===== config.mk =====
export PLATFORM = sky130hd
export DESIGN_NAME = step_bcd_counter
export DESIGN_NICKNAME = d
export VERILOG_FILES = /design/src/rtl/step_bcd_counter.sv
export SDC_FILE = /design/constraint.sdc
export NUM_CORES = 1
export LEC_CHECK = 0
export ABC_AREA = 1
export CAP_MARGIN = 30
export CORE_AREA = 2 2 58 60
export CTS_CLUSTER_DIAMETER = 40
export DETAILED_ROUTE_END_ITERATION = 16
export DIE_AREA = 0 0 60 62
export PLACE_DENSITY = 0.79
export SETUP_SLACK_MARGIN = 0.4
export SLEW_MARGIN = 10
export SYNTH_ARGS = -nofsm -noshare
export SYNTH_HDL_FRONTEND = slang
export SYNTH_SLANG_ARGS = --single-unit

===== constraint.sdc =====
create_clock -name clk -period 1.8 [get_ports clk]
set_clock_uncertainty 0.05 [all_clocks]
set_input_delay 0.18 -clock clk [delete_from_list [all_inputs] [get_ports clk]]
set_output_delay 0.18 -clock clk [all_outputs]
set_load 0.01 [all_outputs]

===== src/rtl/step_bcd_counter.sv =====
// rtl/step_bcd_counter.sv - 4-digit packed BCD move counter with freeze, saturation and leading-zero blanking
//
// Ports:
//   clk          system clock
//   clr          synchronous active-high reset, highest priority
//   step         move indication, level; each rising edge counts one move
//   solved       level, high once the maze exit is reached; freezes the count
//   clear_count  synchronous soft clear of count, overflow and freeze
//   digits       packed BCD count, [15:12] leftmost digit
//   blank        per-digit leading-zero blank request, bit3 leftmost; bit0 always 0
//   overflow     sticky, set when a step arrives while the count is saturated
//   frozen       high while the count is frozen after completion
module step_bcd_counter #(
    parameter int                      NUM_DIGITS    = 4,
    parameter logic [4*NUM_DIGITS-1:0] MAX_COUNT_BCD = 16'h9999
) (
    input  logic                    clk,
    input  logic                    clr,
    input  logic                    step,
    input  logic                    solved,
    input  logic                    clear_count,
    output logic [4*NUM_DIGITS-1:0] digits,
    output logic [NUM_DIGITS-1:0]   blank,
    output logic                    overflow,
    output logic                    frozen
);

    localparam int W = 4 * NUM_DIGITS;

    // With a zero count every digit but the rightmost is a leading zero.
    localparam logic [NUM_DIGITS-1:0] BLANK_ZERO = {{(NUM_DIGITS-1){1'b1}}, 1'b0};

    typedef enum logic {
        COUNTING = 1'b0,
        FROZEN   = 1'b1
    } state_t;

    state_t                state_q, state_d;
    logic [W-1:0]          digits_q, digits_d;
    logic [NUM_DIGITS-1:0] blank_q, blank_d;
    logic                  overflow_q, overflow_d;
    logic                  step_q;      // previous sample of step for edge detection
    logic                  step_rise;

    // Single-cycle BCD ripple increment; a 9 wraps to 0 and carries upward.
    function automatic logic [W-1:0] bcd_inc(input logic [W-1:0] v);
        logic [W-1:0] r;
        logic         c;
        r = v;
        c = 1'b1;
        for (int i = 0; i < NUM_DIGITS; i++) begin
            if (c) begin
                if (v[4*i +: 4] == 4'd9) begin
                    r[4*i +: 4] = 4'd0;
                end else begin
                    r[4*i +: 4] = v[4*i +: 4] + 4'd1;
                    c           = 1'b0;
                end
            end
        end
        return r;
    endfunction

    assign step_rise = step & ~step_q;

    always_comb begin
        state_d    = state_q;
        digits_d   = digits_q;
        overflow_d = overflow_q;

        if (clear_count) begin
            // A step edge coinciding with the clear is dropped.
            state_d    = COUNTING;
            digits_d   = '0;
            overflow_d = 1'b0;
        end else begin
            unique case (state_q)
                COUNTING: begin
                    if (step_rise) begin
                        if (digits_q == MAX_COUNT_BCD) begin
                            overflow_d = 1'b1;
                        end else begin
                            digits_d = bcd_inc(digits_q);
                        end
                    end
                    // The final move is counted on the same edge that freezes.
                    if (solved) begin
                        state_d = FROZEN;
                    end
                end
                FROZEN: begin
                    state_d = FROZEN;
                end
                default: begin
                    state_d = COUNTING;
                end
            endcase
        end
    end

    // Blank is derived from the next count so it lines up with digits.
    always_comb begin
        logic zero_above;
        blank_d    = '0;
        zero_above = 1'b1;
        for (int i = NUM_DIGITS - 1; i >= 1; i--) begin
            zero_above = zero_above & (digits_d[4*i +: 4] == 4'd0);
            blank_d[i] = zero_above;
        end
    end

    always_ff @(posedge clk) begin
        if (clr) begin
            state_q    <= COUNTING;
            digits_q   <= '0;
            blank_q    <= BLANK_ZERO;
            overflow_q <= 1'b0;
            step_q     <= 1'b0;
        end else begin
            state_q    <= state_d;
            digits_q   <= digits_d;
            blank_q    <= blank_d;
            overflow_q <= overflow_d;
            step_q     <= step;
        end
    end

    assign digits   = digits_q;
    assign blank    = blank_q;
    assign overflow = overflow_q;
    assign frozen   = (state_q == FROZEN);

endmodule


# After elaboration in Yosys (flattened, before gate mapping)
# Index checks and enable logic that the tools add are counted.
[op_classes]
eq_ne = 5
n_reduce_logical = 6
add_sub_neg = 4
bitwise_logic = 6
muxes = 30
[op_table]
columns = ["cell", "n"]
rows = [
  ["2-to-1 mux 16 bit", 4],
  ["2-to-1 mux 4 bit", 7],
  ["2-to-1 mux 1 bit", 18],
  ["adder 4 x 1 -> 4 bit (second input constant)", 4],
  ["== test 16 bit (second input constant)", 1],
  ["== test 4 bit (second input constant)", 4],
  ["logical NOT 4 bit", 3],
  ["AND reduction 3 bit", 2],
  ["AND 1 bit", 3],
  ["NOT 1 bit", 3],
  ["case mux 1 bit (2 select lines)", 1],
  ["OR reduction 2 bit", 1],
]
[totals]
word_cells = 58
output_inout_bits = 22
reg_bits = 23
input_bits = 5

# Longest topological paths before layout
# Gate-level depths: netlist of run 1.
[depth]
word_depth = 24
mapped_depth = 15

# Worst setup path after synthesis of run 1
# OpenSTA, ideal clock, no wires.
[synth_timing]
path_type = "reg2reg"
from = "register digits_q[9], in the netlist digits[9]"
to = "register blank_q[1], in the netlist blank[1]"
t_arrival_ns = 1.567
n_path_buf = 0
period_less_slack_ns = 1.730
setup_slack_ns = 0.070
required_ns = 1.637
setup_time_ns = 0.113
path_stages_with_launch = 13
cell_sequence = "dfxtp_1 -> inv_1 -> ha_1 -> nand2_1 -> nor2_4 -> a31oi_1 -> nand2_1 -> nand2_1 -> nand3_1 -> nand2_1 -> nor2_1 -> nand3_1 -> nand2_1"
[synth_via]
elab_chain_len = 15
word_cells_on_any_way = 21
classes_between = "add/sub: 1; eq/ne: 2; mux: 13; bitwise: 2; reduce/logical: 3"
[synth_rtl]
columns = ["item", "line", "source"]
rows = [
  ["start, declared", "39", "logic [W-1:0] digits_q, digits_d;"],
  ["start signal, assigned", "121", "digits_q <= digits_d;"],
  ["== test 4 bit", "53", "if (v[4*i +: 4] == 4'd9) begin"],
  ["2-to-1 mux 1 bit", "53", ""],
  ["2-to-1 mux 1 bit", "52", "if (c) begin"],
  ["2-to-1 mux 1 bit", "80", "if (digits_q == MAX_COUNT_BCD) begin"],
  ["2-to-1 mux 1 bit", "79", "if (step_rise) begin"],
  ["2-to-1 mux 1 bit", "77", "unique case (state_q)"],
  ["2-to-1 mux 1 bit", "71", "if (clear_count) begin"],
  ["2-to-1 mux 4 bit", "52", ""],
  ["2-to-1 mux 16 bit", "80", ""],
  ["2-to-1 mux 16 bit", "79", ""],
  ["2-to-1 mux 16 bit (*)", "77", ""],
  ["2-to-1 mux 16 bit (*)", "71", ""],
  ["logical NOT 4 bit", "107", "zero_above = zero_above & (digits_d[4*i +: 4] == 4'd0);"],
  ["AND 1 bit", "107", ""],
  ["AND 1 bit (*)", "107", ""],
  ["end signal, assigned", "122", "blank_q <= blank_d;"],
  ["end, declared", "40", "logic [NUM_DIGITS-1:0] blank_q, blank_d;"],
]
# Every way passes the cells marked *; elsewhere a longest branch is shown, timed or not. The select of a mux whose other input is x is not followed.
# A chain may end at the register's enable or synchronous reset.

# Final worst setup path of run 1
[layout_timing]
from = "register digits_q[5], in the netlist digits[5]"
to = "register blank_q[1], in the netlist blank[1]"
[layout_via]
elab_chain_len = 20
word_cells_on_any_way = 27
classes_between = "add/sub: 1; eq/ne: 2; mux: 19; bitwise: 2; reduce/logical: 3"
[layout_rtl]
columns = ["item", "line"]
rows = [
  ["== test 4 bit", "53"],
  ["2-to-1 mux 1 bit", "53"],
  ["2-to-1 mux 1 bit", "52"],
  ["2-to-1 mux 1 bit", "80"],
  ["2-to-1 mux 1 bit", "79"],
  ["2-to-1 mux 1 bit", "77"],
  ["2-to-1 mux 1 bit", "71"],
  ["2-to-1 mux 1 bit", "52"],
  ["[... 4 more ...]", "n/a"],
  ["2-to-1 mux 4 bit", "52"],
  ["2-to-1 mux 16 bit", "80"],
  ["2-to-1 mux 16 bit", "79"],
  ["2-to-1 mux 16 bit (*)", "77"],
  ["2-to-1 mux 16 bit (*)", "71"],
  ["logical NOT 4 bit", "107"],
  ["AND 1 bit", "107"],
  ["AND 1 bit (*)", "107"],
]
# Marks and branches as above.

==> results.py, run 1 <==
metrics = {
    "drt": {
        "antenna_left": 0,
        "drc": 0,
        "vias": 1552,
        "first_pass_iters": 4,
        "first_iter_violations": 64,
        "met1_length_um": 1570,
        "wl_met3_um": 151,
        "drt_wl_total_um": 3790,
        "wl_per_cell_um": 12.1,
        "viasPerCell": 4.94,
        "wl_met2_um": 2000,
        "top_layer_used": "met4",
    },
    "layout": {
        "utilization_pct": 68.0,
        "n_antenna_cell": 0,
        "drive_gt1_share_pct": 36.9,
        "mostFrequentLayoutCells": "nand2_1 (43), buf_4 (33), nor2_1 (25)",
        "layout-area-overhead-vs-synth_pct": 60.1,
        "nNetsFinal": 280,
        "final_common_cell": "nand2_1",
    },
    "worst_setup_path": {
        "timing.rr.start": "digits[5]",
        "ff2ff_path_depth": 13,
        "cp-start-kind": "flop",
        "path_max_fanout": 4,
        "critPathCaptureType": "flop",
        "rr_endpoint": "blank[1]",
        "worstPathRequired_ps": 2030,
        "rrSetupSlack_ps": -30,
        "crit_arrival_ps": 2060,
        "critical_path_class": "flop to flop",
    },
    "cts": {
        "postCtsHoldBufs": 0,
        "clock_latency_ps": 320,
        "cts_tree": "built",
        "clock_path_buffers": 2,
        "clock-sinks": 22,
        "h-tree-depth": 1,
        "path_clk_slew_ps": 130,
        "cts_root_buffer": "clkbuf_4",
        "numCtsBuffers": 3,
    },
    "min_path": {
        "hold_path_class": "input port to flop",
        "holdCritStartpoint": "step",
        "hold-path-endpoint": "step_q",
        "holdPathStages": 3,
    },
    "die": {
        "row_count": 21,
        "io_pins": 27,
        "die_area_um2": 3720,
        "die_y_um": 62,
        "initial_core_util_pct": 42.5,
        "core-area_um2": 3180,
        "die_w_um": 60,
    },
    "logic_synthesis": {
        "netlist_area_um2": 1350,
        "ys_seq_area_share_pct": 32.6,
        "syn-num-nets": 215,
        "ys_warn_count": 0,
        "yosysUniqueCellTypes": 28,
        "syn_inst": 204,
        "synth.avg_cell_area_um2": 6.62,
        "ys_ff_latch": 22,
    },
    "power": {
        "peakVddDrop_v": 0.000285,
        "power_density_nw_per_um2": 439,
        "finalPower_w": 0.000949,
        "power_leakage_nw": 1.09,
    },
    "placement": {
        "port-buffer-count": 25,
        "globalplace.congestion": 0.849,
        "hpwl_um": 2500,
    },
    "sta": {
        "setup_tns_ps": -32.8,
        "final-hold-violation-count": 0,
        "min_period_ps": 1830,
        "fin_crit_sh_pct": 102,
        "fmax_mhz": 546,
        "hold_slack_ps": 379,
        "worst_slack_ps": -31.4,
        "setup_violations": 2,
        "slew_violations": 0,
        "rsz0062_at_grt": "true",
    },
    "grt": {
        "grt_pass1_vias": 1441,
        "grt_overflow_total": 0,
        "antenna_found_initial": 0,
        "grt_pass1_wl_um": 6000,
        "track_usage_pct": 21.5,
        "grt_max_degree": 14,
    },
    "flow_run": {
        "drv_cap": 0,
    },
    "run_status": {
        "violations": "setup timing",
        "outcome": "finished with violations",
    },
}
==> metal layers <==
metal / vias up / track usage (%)
met3: 7 / 3.52
li1: 776 / -
met5: - / 0
met2: 44 / 39.9
met4: 0 / 9.21
met1: 725 / 24.4
==> worst max-delay path, cell delays in order, from the launching register on <==
cell	delay [ps]
dfxtp_2	350
inv_2	70
ha_4	140
nand2_4	50
nor2_4	190
buf_4	150
a31oi_2	110
nand2_1	140
nand2_1	80
nand3_1	90
nand2_1	90
nor2_2	120
nand3_1	80
nand2_1	80
==> synth_stat cells <==
cell	count	area [um^2]
o211ai_2	1	12.5
nor2_1	30	113
nand2_1	51	191
nor2_2	3	18.8
clkbuf_1	1	3.75
nor3_1	3	15.0
o21ai_1	1	5.00
a31oi_1	1	6.26
a21oi_1	7	35.0
clkinv_1	1	3.75
inv_1	26	97.6
buf_2	1	5.00
o21ai_0	4	20.0
conb_1	1	3.75
nor3_2	1	10.0
nor3b_1	1	7.51
nand3b_1	2	15.0
buf_4	1	7.51
nand2_2	2	12.5
nand2_4	1	11.3
nand4_1	9	56.3
nor2_4	3	33.8
dfxtp_1	22	440
nor2_8	1	20.0
inv_2	2	7.51
ha_1	6	75.1
nand3_1	21	105
nand3_4	1	17.5
==> timing repair <==
| item | 4_1_cts | 5_1_grt |
|---|---|---|
| resized for setup | 50 | 17 |
| setup endpoints to repair | 40 | 25 |
| buffers inserted | 18 | 3 |
| pin swaps | 12 | 12 |
==> worst max path at each step <==
stage | start | to | slack, ps | cells past startpoint
final | digits[5] | blank[1] | -30 | 13
after global routing | digits[5] | blank[1] | -140 | 13
after CTS | digits[5] | blank[1] | 50 | 12
after detailed placement | step | blank[1] | -30 | 12
after global placement | digits[5] | blank[1] | 30 | 12
after floorplan | digits[5] | blank[1] | 180 | 13
==> cells by family (layout without fill, tap and decap cells) <==
| logic type | after synthesis | after routing | synth area share [%] |
|---|---|---|---|
| adder cells (fa/ha/maj) | 6 | 6 | 5.56 |
| other | 1 | 1 | 0.278 |
| AO/OA/AOI/OAI | 14 | 14 | 5.84 |
| flip-flops | 22 | 22 | 32.6 |
| buffers and inverters | 32 | 96 | 9.27 |
| AND/OR/NAND/NOR | 129 | 129 | 46.4 |
==> power breakdown <==
part | internal (W) | switching [W] | total, W | leakage, nW
combinational | 0.0000481 | 0.0000659 | 0.000114 | 0.875
sequential | 0.000490 | 0.00000890 | 0.000499 | 0.188
clock | 0.000170 | 0.000167 | 0.000337 | 0.0261
total | 0.000708 | 0.000242 | 0.000949 | 1.09
==> flip-flops by register name, summed over array words and instances, names as in the netlist <==
name	flops
frozen	1
step_q	1
digits	16
blank	3
overflow	1
==> stage by stage <==
step	area, um^2	cells	setup slack [ps]
global route	2160	314	-145
finish	2160	314	-31.4
detailed placement	1830	289	-26.9
global placement	1830	289	27.7
floorplan	1410	204	179
CTS	2080	311	48.3
==> area by class of cell <==
type | instances | area (um^2)
clock buffers | 4 | 47.5
fillers | 270 | 1020
inverters | 29 | 109
multi-input cells | 150 | 937
flip-flops and latches | 22 | 474
well taps | 46 | 57.6
repair buffers | 63 | 537
No activity file was read; power rests on OpenSTA's default activity.
==> run 2, diff against run 1 <==
- HOLD_SLACK_MARGIN: not set -> 0.12
==> results of run 2 <==
Final layout, timing and power as in run 1 (identical DEF).
==> run 3, diff against run 2 <==
- HOLD_SLACK_MARGIN: 0.12 -> 0.02
==> results of run 3 <==
Final layout, timing and power as in run 1 (identical DEF).
